<file path="src/rtl/sync_fifo_param.sv">
// -----------------------------------------------------------------------------
// sync_fifo_param
//   Single-clock parametrised FIFO for a producer and a consumer that share one
//   clock domain. Any DEPTH >= 2 (power of two or not) is supported, with every
//   slot usable: the pointers wrap explicitly at DEPTH-1. The FIFO provides an
//   occupancy count, programmable almost-full/almost-empty flags, sticky
//   overflow/underflow flags and a synchronous flush.
//
//   Build option (macro FIFO_FWFT_EN):
//     undefined : standard mode. dout is registered and loads the head word on
//                 an accepted read, so data appears one cycle after the read.
//     defined   : first-word fall-through. dout shows the head word
//                 combinationally while the FIFO is not empty.
//
// Ports
//   clk           in   clock; all state changes on the rising edge
//   rst           in   asynchronous reset, active-high
//   din           in   write data (DATA_W)
//   wr_en         in   write request
//   rd_en         in   read request
//   flush         in   synchronous clear of contents (pointers and count)
//   clr_err       in   synchronous clear of the sticky error flags
//   dout          out  read data (DATA_W)
//   full          out  count == DEPTH
//   empty         out  count == 0
//   almost_full   out  count >= AF_LEVEL
//   almost_empty  out  count <= AE_LEVEL
//   count         out  occupancy 0..DEPTH (CNT_W)
//   overflow      out  sticky: write requested while full
//   underflow     out  sticky: read requested while empty
// -----------------------------------------------------------------------------
module sync_fifo_param #(
    parameter  int DATA_W   = 32,
    parameter  int DEPTH    = 96,
    parameter  int AF_LEVEL = 88,
    parameter  int AE_LEVEL = 8,
    localparam int PTR_W    = $clog2(DEPTH),
    localparam int CNT_W    = $clog2(DEPTH + 1)
) (
    input  logic              clk,
    input  logic              rst,
    input  logic [DATA_W-1:0] din,
    input  logic              wr_en,
    input  logic              rd_en,
    input  logic              flush,
    input  logic              clr_err,
    output logic [DATA_W-1:0] dout,
    output logic              full,
    output logic              empty,
    output logic              almost_full,
    output logic              almost_empty,
    output logic [CNT_W-1:0]  count,
    output logic              overflow,
    output logic              underflow
);

    localparam logic [PTR_W-1:0] PTR_LAST = PTR_W'(DEPTH - 1);

    logic [DATA_W-1:0] mem_q [DEPTH];

    logic [PTR_W-1:0] wr_ptr_q, wr_ptr_d;
    logic [PTR_W-1:0] rd_ptr_q, rd_ptr_d;
    logic [CNT_W-1:0] count_q, count_d;
    logic             overflow_q, overflow_d;
    logic             underflow_q, underflow_d;

    logic wr_acc, rd_acc;
    logic wr_rej, rd_rej;

    // Status flags are pure decodes of the occupancy count.
    assign full         = (count_q == CNT_W'(DEPTH));
    assign empty        = (count_q == '0);
    assign almost_full  = (count_q >= CNT_W'(AF_LEVEL));
    assign almost_empty = (count_q <= CNT_W'(AE_LEVEL));
    assign count        = count_q;
    assign overflow     = overflow_q;
    assign underflow    = underflow_q;

    // Flush wins over both requests: nothing is stored, popped or flagged.
    assign wr_acc = wr_en & ~full  & ~flush;
    assign rd_acc = rd_en & ~empty & ~flush;
    assign wr_rej = wr_en & full   & ~flush;
    assign rd_rej = rd_en & empty  & ~flush;

    always_comb begin
        wr_ptr_d    = wr_ptr_q;
        rd_ptr_d    = rd_ptr_q;
        count_d     = count_q;
        overflow_d  = overflow_q;
        underflow_d = underflow_q;

        if (flush) begin
            wr_ptr_d = '0;
            rd_ptr_d = '0;
            count_d  = '0;
        end else begin
            // Explicit wrap keeps all DEPTH slots usable for any DEPTH.
            if (wr_acc) begin
                wr_ptr_d = (wr_ptr_q == PTR_LAST) ? '0 : wr_ptr_q + PTR_W'(1);
            end
            if (rd_acc) begin
                rd_ptr_d = (rd_ptr_q == PTR_LAST) ? '0 : rd_ptr_q + PTR_W'(1);
            end
            case ({wr_acc, rd_acc})
                2'b10:   count_d = count_q + CNT_W'(1);
                2'b01:   count_d = count_q - CNT_W'(1);
                default: count_d = count_q;
            endcase
        end

        // A new rejected request takes priority over a same-cycle clear.
        if (wr_rej) begin
            overflow_d = 1'b1;
        end else if (clr_err) begin
            overflow_d = 1'b0;
        end
        if (rd_rej) begin
            underflow_d = 1'b1;
        end else if (clr_err) begin
            underflow_d = 1'b0;
        end
    end

    always_ff @(posedge clk or posedge rst) begin
        if (rst) begin
            wr_ptr_q    <= '0;
            rd_ptr_q    <= '0;
            count_q     <= '0;
            overflow_q  <= 1'b0;
            underflow_q <= 1'b0;
        end else begin
            wr_ptr_q    <= wr_ptr_d;
            rd_ptr_q    <= rd_ptr_d;
            count_q     <= count_d;
            overflow_q  <= overflow_d;
            underflow_q <= underflow_d;
        end
    end

    // Storage is deliberately not reset; only accepted writes touch it.
    always_ff @(posedge clk) begin
        if (wr_acc) begin
            mem_q[wr_ptr_q] <= din;
        end
    end

`ifdef FIFO_FWFT_EN
    // Head word falls through; meaningful only while empty is low.
    assign dout = mem_q[rd_ptr_q];
`else
    logic [DATA_W-1:0] dout_q, dout_d;

    always_comb begin
        dout_d = dout_q;
        if (rd_acc) begin
            dout_d = mem_q[rd_ptr_q];
        end
    end

    always_ff @(posedge clk or posedge rst) begin
        if (rst) begin
            dout_q <= '0;
        end else begin
            dout_q <= dout_d;
        end
    end

    assign dout = dout_q;
`endif

endmodule

</file>
<file path="config.mk">
export PLATFORM = sky130hd
export DESIGN_NAME = sync_fifo_param
export DESIGN_NICKNAME = d
export VERILOG_FILES = /design/src/rtl/sync_fifo_param.sv
export SDC_FILE = /design/constraint.sdc
export NUM_CORES = 2
export LEC_CHECK = 0
export CORE_ASPECT_RATIO = 0.8
export CORE_MARGIN = 2
export CORE_UTILIZATION = 55
export CTS_BUF_LIST = sky130_fd_sc_hd__clkbuf_4 sky130_fd_sc_hd__clkbuf_8
export CTS_CLUSTER_DIAMETER = 40
export CTS_CLUSTER_SIZE = 30
export DETAILED_ROUTE_END_ITERATION = 6
export HOLD_SLACK_MARGIN = 0.05
export PLACE_DENSITY_LB_ADDON = 0.05
export SYNTH_ARGS = -nofsm -noshare
export SYNTH_HDL_FRONTEND = slang
export SYNTH_SLANG_ARGS = --single-unit
</file>
<file path="constraint.sdc">
create_clock -name clk -period 5.4 [get_ports clk]
set_input_delay 1.35 -clock clk [delete_from_list [all_inputs] [get_ports clk]]
set_output_delay 1.35 -clock clk [all_outputs]
set_load 0.02 [all_outputs]
</file>
Word-level counts from Yosys, hierarchy flattened
Memory sizes are Yosys's and may differ from the RTL's. A register that Yosys moved wholly into a read port is not among the register bits.
Index checks and enable logic that the tools add are counted.
{ "classes": {"eq_ne": 5, "n_lt_le_gt_ge": 2, "n_bitwise": 11, "reduce_logical": 6, "muxes": 13, "add_sub_neg": 4} }
{ "ops": {"columns": ["operator", "n"], "rows": [
  ["two-way mux 7 bit", 7],
  ["adder 7 x 1 -> 7 bit (second input constant)", 3],
  ["equality test 7 bit (second input constant)", 3],
  ["one-hot mux 7 bit (2 select lines)", 1],
  ["bitwise AND 1 bit", 8],
  ["nonzero test 2 bit", 4],
  [">= comparator 7 bit (second input constant)", 1],
  ["less-or-equal comparator 7 x 4 -> 1 bit (second input constant)", 1],
  ["zero test 7 bit", 1],
  ["subtractor 7 x 1 -> 7 bit (second input constant)", 1],
  ["two-way mux 1 bit", 5],
  ["inverter 1 bit", 3],
  ["nonzero test 3 bit", 1],
  ["equality test 2 x 1 -> 1 bit (second input constant)", 1],
  ["equality test 2 bit (second input constant)", 1]
]} }
{ "word_totals": {"ram_bits": 3072, "word_cells": 47, "reg_bits": 23, "memories": 1} }
{ "mem_list": {"columns": ["memory", "depth", "word_bits", "read_ports", "rd_ports_with_merged_regs", "write_ports", "line_no", "source"], "rows": [
  ["mem_q", 96, 32, 1, 1, 1, "59", "logic [DATA_W-1:0] mem_q [DEPTH];"]
]} }

Longest topological paths before layout
{ "depth": {"word_depth": 7, "mapped_depth": 12} }

Worst setup path before layout
OpenSTA, ideal clock, no wires.
{ "synth_path": {"path_type": "input-to-reg", "start": "input port flush", "end": "memory mem_q[93][0] (enable)", "path_buffers": 2, "slack_ns": 1.455, "cell_stages": 5, "arrival_time_ns": 3.524, "required_time_ns": 4.979, "setup_time_ns": 0.421, "path_cell_list": "clkbuf_1 > nor3b_1 > nand3_1 > clkbuf_1 > nor2_1"} }
{ "synth_between": {"elab_chain_len": 4} }
{ "synth_lines": {"columns": ["element", "line_no", "source"], "rows": [
  ["start: declaration", "45", "input logic flush,"],
  ["inverter 1 bit", "80", "assign wr_acc = wr_en & ~full & ~flush;"],
  ["bitwise AND 1 bit", "80", null],
  ["two-way mux 1 bit", "142", "if (wr_acc) begin"],
  ["two-way mux 1 bit (implied by the code)", "143", "mem_q[wr_ptr_q] <= din;"],
  ["end: declaration", "59", null]
]} }
No other way between the ends.

Worst setup path in the final report
{ "layout_path": {"start": "register count_q[0], in the netlist count[0]", "end": "output port full"} }
{ "layout_between": {"elab_chain_len": 1} }
{ "layout_lines": {"columns": ["element", "line_no", "source"], "rows": [
  ["start: declaration", "63", "logic [CNT_W-1:0] count_q, count_d;"],
  ["start signal: assignment", "134", "count_q <= count_d;"],
  ["equality test 7 bit", "71", "assign full = (count_q == CNT_W'(DEPTH));"],
  ["end: declaration", "48", "output logic full,"]
]} }
No other way between the ends.

==> results_dict.tcl <==
set metrics [dict create \
    clk_latency_ps 1040 \
    cts_setup_buffers 0 \
    cts.htree.levels 5 \
    portBuffers 82 \
    outcome "finished, violations left" \
    nFillCells 15086 \
    dieHeight_um 422 \
    fin_nets 5920 \
    drive_gt1_share_pct 29.4 \
    synthCells 5456 \
    leakage_nw 40.8 \
    grt_overflow 0 \
    syn_area_per_cell_um2 22.1 \
    area_growth_pct 11.8 \
    ys.flop_type "edfxtp_1" \
    dpl.cell_count 8387 \
    drc 0 \
    finalNonFillerCells 9035 \
    root_buffer "clkbuf_8" \
    synth-edff-count 3072 \
    violations "max-capacitance violations, max-slew violations" \
    ys_async_sr_fraction_pct 1.76 \
    setup_viol 0 \
    worst_pin_slew_ps 1540 \
    mappedNetlistArea_um2 120000 \
    grt_max_degree 97 \
    dieArea_um2 223000 \
    finalCritPeriodShare_pct 95.6 \
    wirelength_um 335000 \
    max_freq_ghz 0.194 \
    ctsHoldBuffers 0 \
    post_cts_resized 0 \
    final-seq-area_um2 93600 \
    die_w_um 527 \
    cts_tree "yes" \
    r2r_cells 7 \
    hold_violations 0 \
    multi_input_area_um2 25600 \
    path_class "reg2out" \
    synth_seq_cells 3127 \
    gp_congestion 0.918 \
    synthesis.nets 5502 \
    cap_violations 1 \
    yosysTopAreaCell "edfxtp_1" \
    cp.arrival_ps 3810 \
    ys_warn_count 0 \
    period_needed_ps 5160 \
    ys_top_cells_by_area "edfxtp_1 77%, mux4_2 14%, mux2i_1 2.0%" \
    core-area_um2 217000 \
    path_max_fanout 7 \
    drtIter0Drc 8117 \
    min_path_type "reg2reg" \
    max_slew_margin_pct -3.47 \
    synth_most_common_cell "edfxtp_1" \
    setup_tns_ps 0 \
    antenna_left 0 \
    wl_per_cell_um 37.0 \
    rsz0062_at_grt "false" \
    initial_core_util_pct 55.3 \
    grt_usage_pct 30.3 \
    startpoint_type "register" \
    io_pins 83 \
    skew_ps 62.7 \
    synthTopCellsByCount "3072 x edfxtp_1, 723 x mux4_2, 237 x mux2i_1" \
    hold_depth 1 \
    cts_made_buffers 352 \
    cts_buffer_depth 4 \
    synth.distinct_cells 68 \
    yosysSeqAreaShare_pct 77.8 \
    grt_pass1_wl_um 467000 \
    worstPathRequired_ps 4050 \
    viasPerCell 6.65 \
    antenna_found_initial 19 \
    slew_viol_final 2 \
    clk_pin_slew_worst_paths_ps 90 \
    grt_pass1_vias 58735 \
    hold_ws_ps 577 \
    irDropWorstVdd_v 0.000452 \
    vias 60094 \
    dr.pass1.iters 6 \
    p_total_mw 53.8 \
    p_per_area_nw_per_um2 400 \
    clkSinkCount 3127 \
    synth_top_area_share_pct 76.7 \
    placementRows 153 \
    worstSetupEndpointType "primary output" \
    hpwlAfterDp_um 199000 \
]
[report_power, final]
part	switching [mW]	total [mW]	internal, mW
sequential	0.414	27.2	26.8
clock	9.69	18.1	8.38
combinational	4.83	8.53	3.69
[path summary, 6_finish.rpt]
kind	from	end	slack, ps
worst max register to register	rd_ptr_q[1]	dout[7]	860
min in group asynchronous	rst	dout[17]	750
worst max-delay path	count[0]	full	240
max in group asynchronous	rst	dout[27]	3710
worst min-delay path	wr_ptr_q[5]	wr_ptr_q[5]	580
worst min register to register	wr_ptr_q[5]	wr_ptr_q[5]	580
[worst max-delay path, cell delays in order (launching register included)]
cell and delay, ps:
dfrtp_1 460, or4_1 650, nor3_1 810, clkdlybuf4s50_1 850
[placed cells by master, fill, tap and decap left out, types with 75 or more instances in the layout]
cell / n
buf_4: 279
a21oi_1: 80
mux4_2: 723
nor2_1: 101
o21ai_0: 75
mux2i_1: 237
edfxtp_1: 3072
clkbuf_8: 360
nor2_4: 97
nand2_1: 135
[metal layers]
metal	wire length (um)	vias up	global-route usage, %
li1	-	23933	-
met1	137000	32461	45.5
met2	151000	3187	44.6
met3	34100	509	6.99
met4	11900	4	9.63
met5	16	-	0
[sequential cells by signal, indices dropped and copies added (netlist names)]
name       count
count          7
rd_ptr_q       7
underflow      1
overflow       1
wr_ptr_q       7
dout          32
mem_q       3072
[cell type report]
cell class | count | area share (%)
diodes | 8 | 0.0149
flip-flops and latches | 3127 | 69.6
repair buffers | 371 | 2.56
inverters | 10 | 0.0344
clock buffers | 373 | 3.76
multi-input cells | 2012 | 19.1
clock inverters | 267 | 2.25
well taps | 2867 | 2.67
[stage by stage]
step	cell area (um^2)	setup WS (ps)	util (%)
finish	134000	240	61.8
detailed placement	126000	930	58.1
floorplan	120000	1450	-
CTS	134000	134	61.8
global placement	126000	961	58.1
global route	134000	112	61.8
[cells by family after synthesis]
group,synth area share [%]
flip-flops,77.8
AO/OA/AOI/OAI,2.72
buffers and inverters,1.53
AND/OR/NAND/NOR,1.92
adder cells (fa/ha/maj),0.0894
XOR/XNOR,0.0728
multiplexers,15.9
No activity file was read; power rests on OpenSTA's default activity.
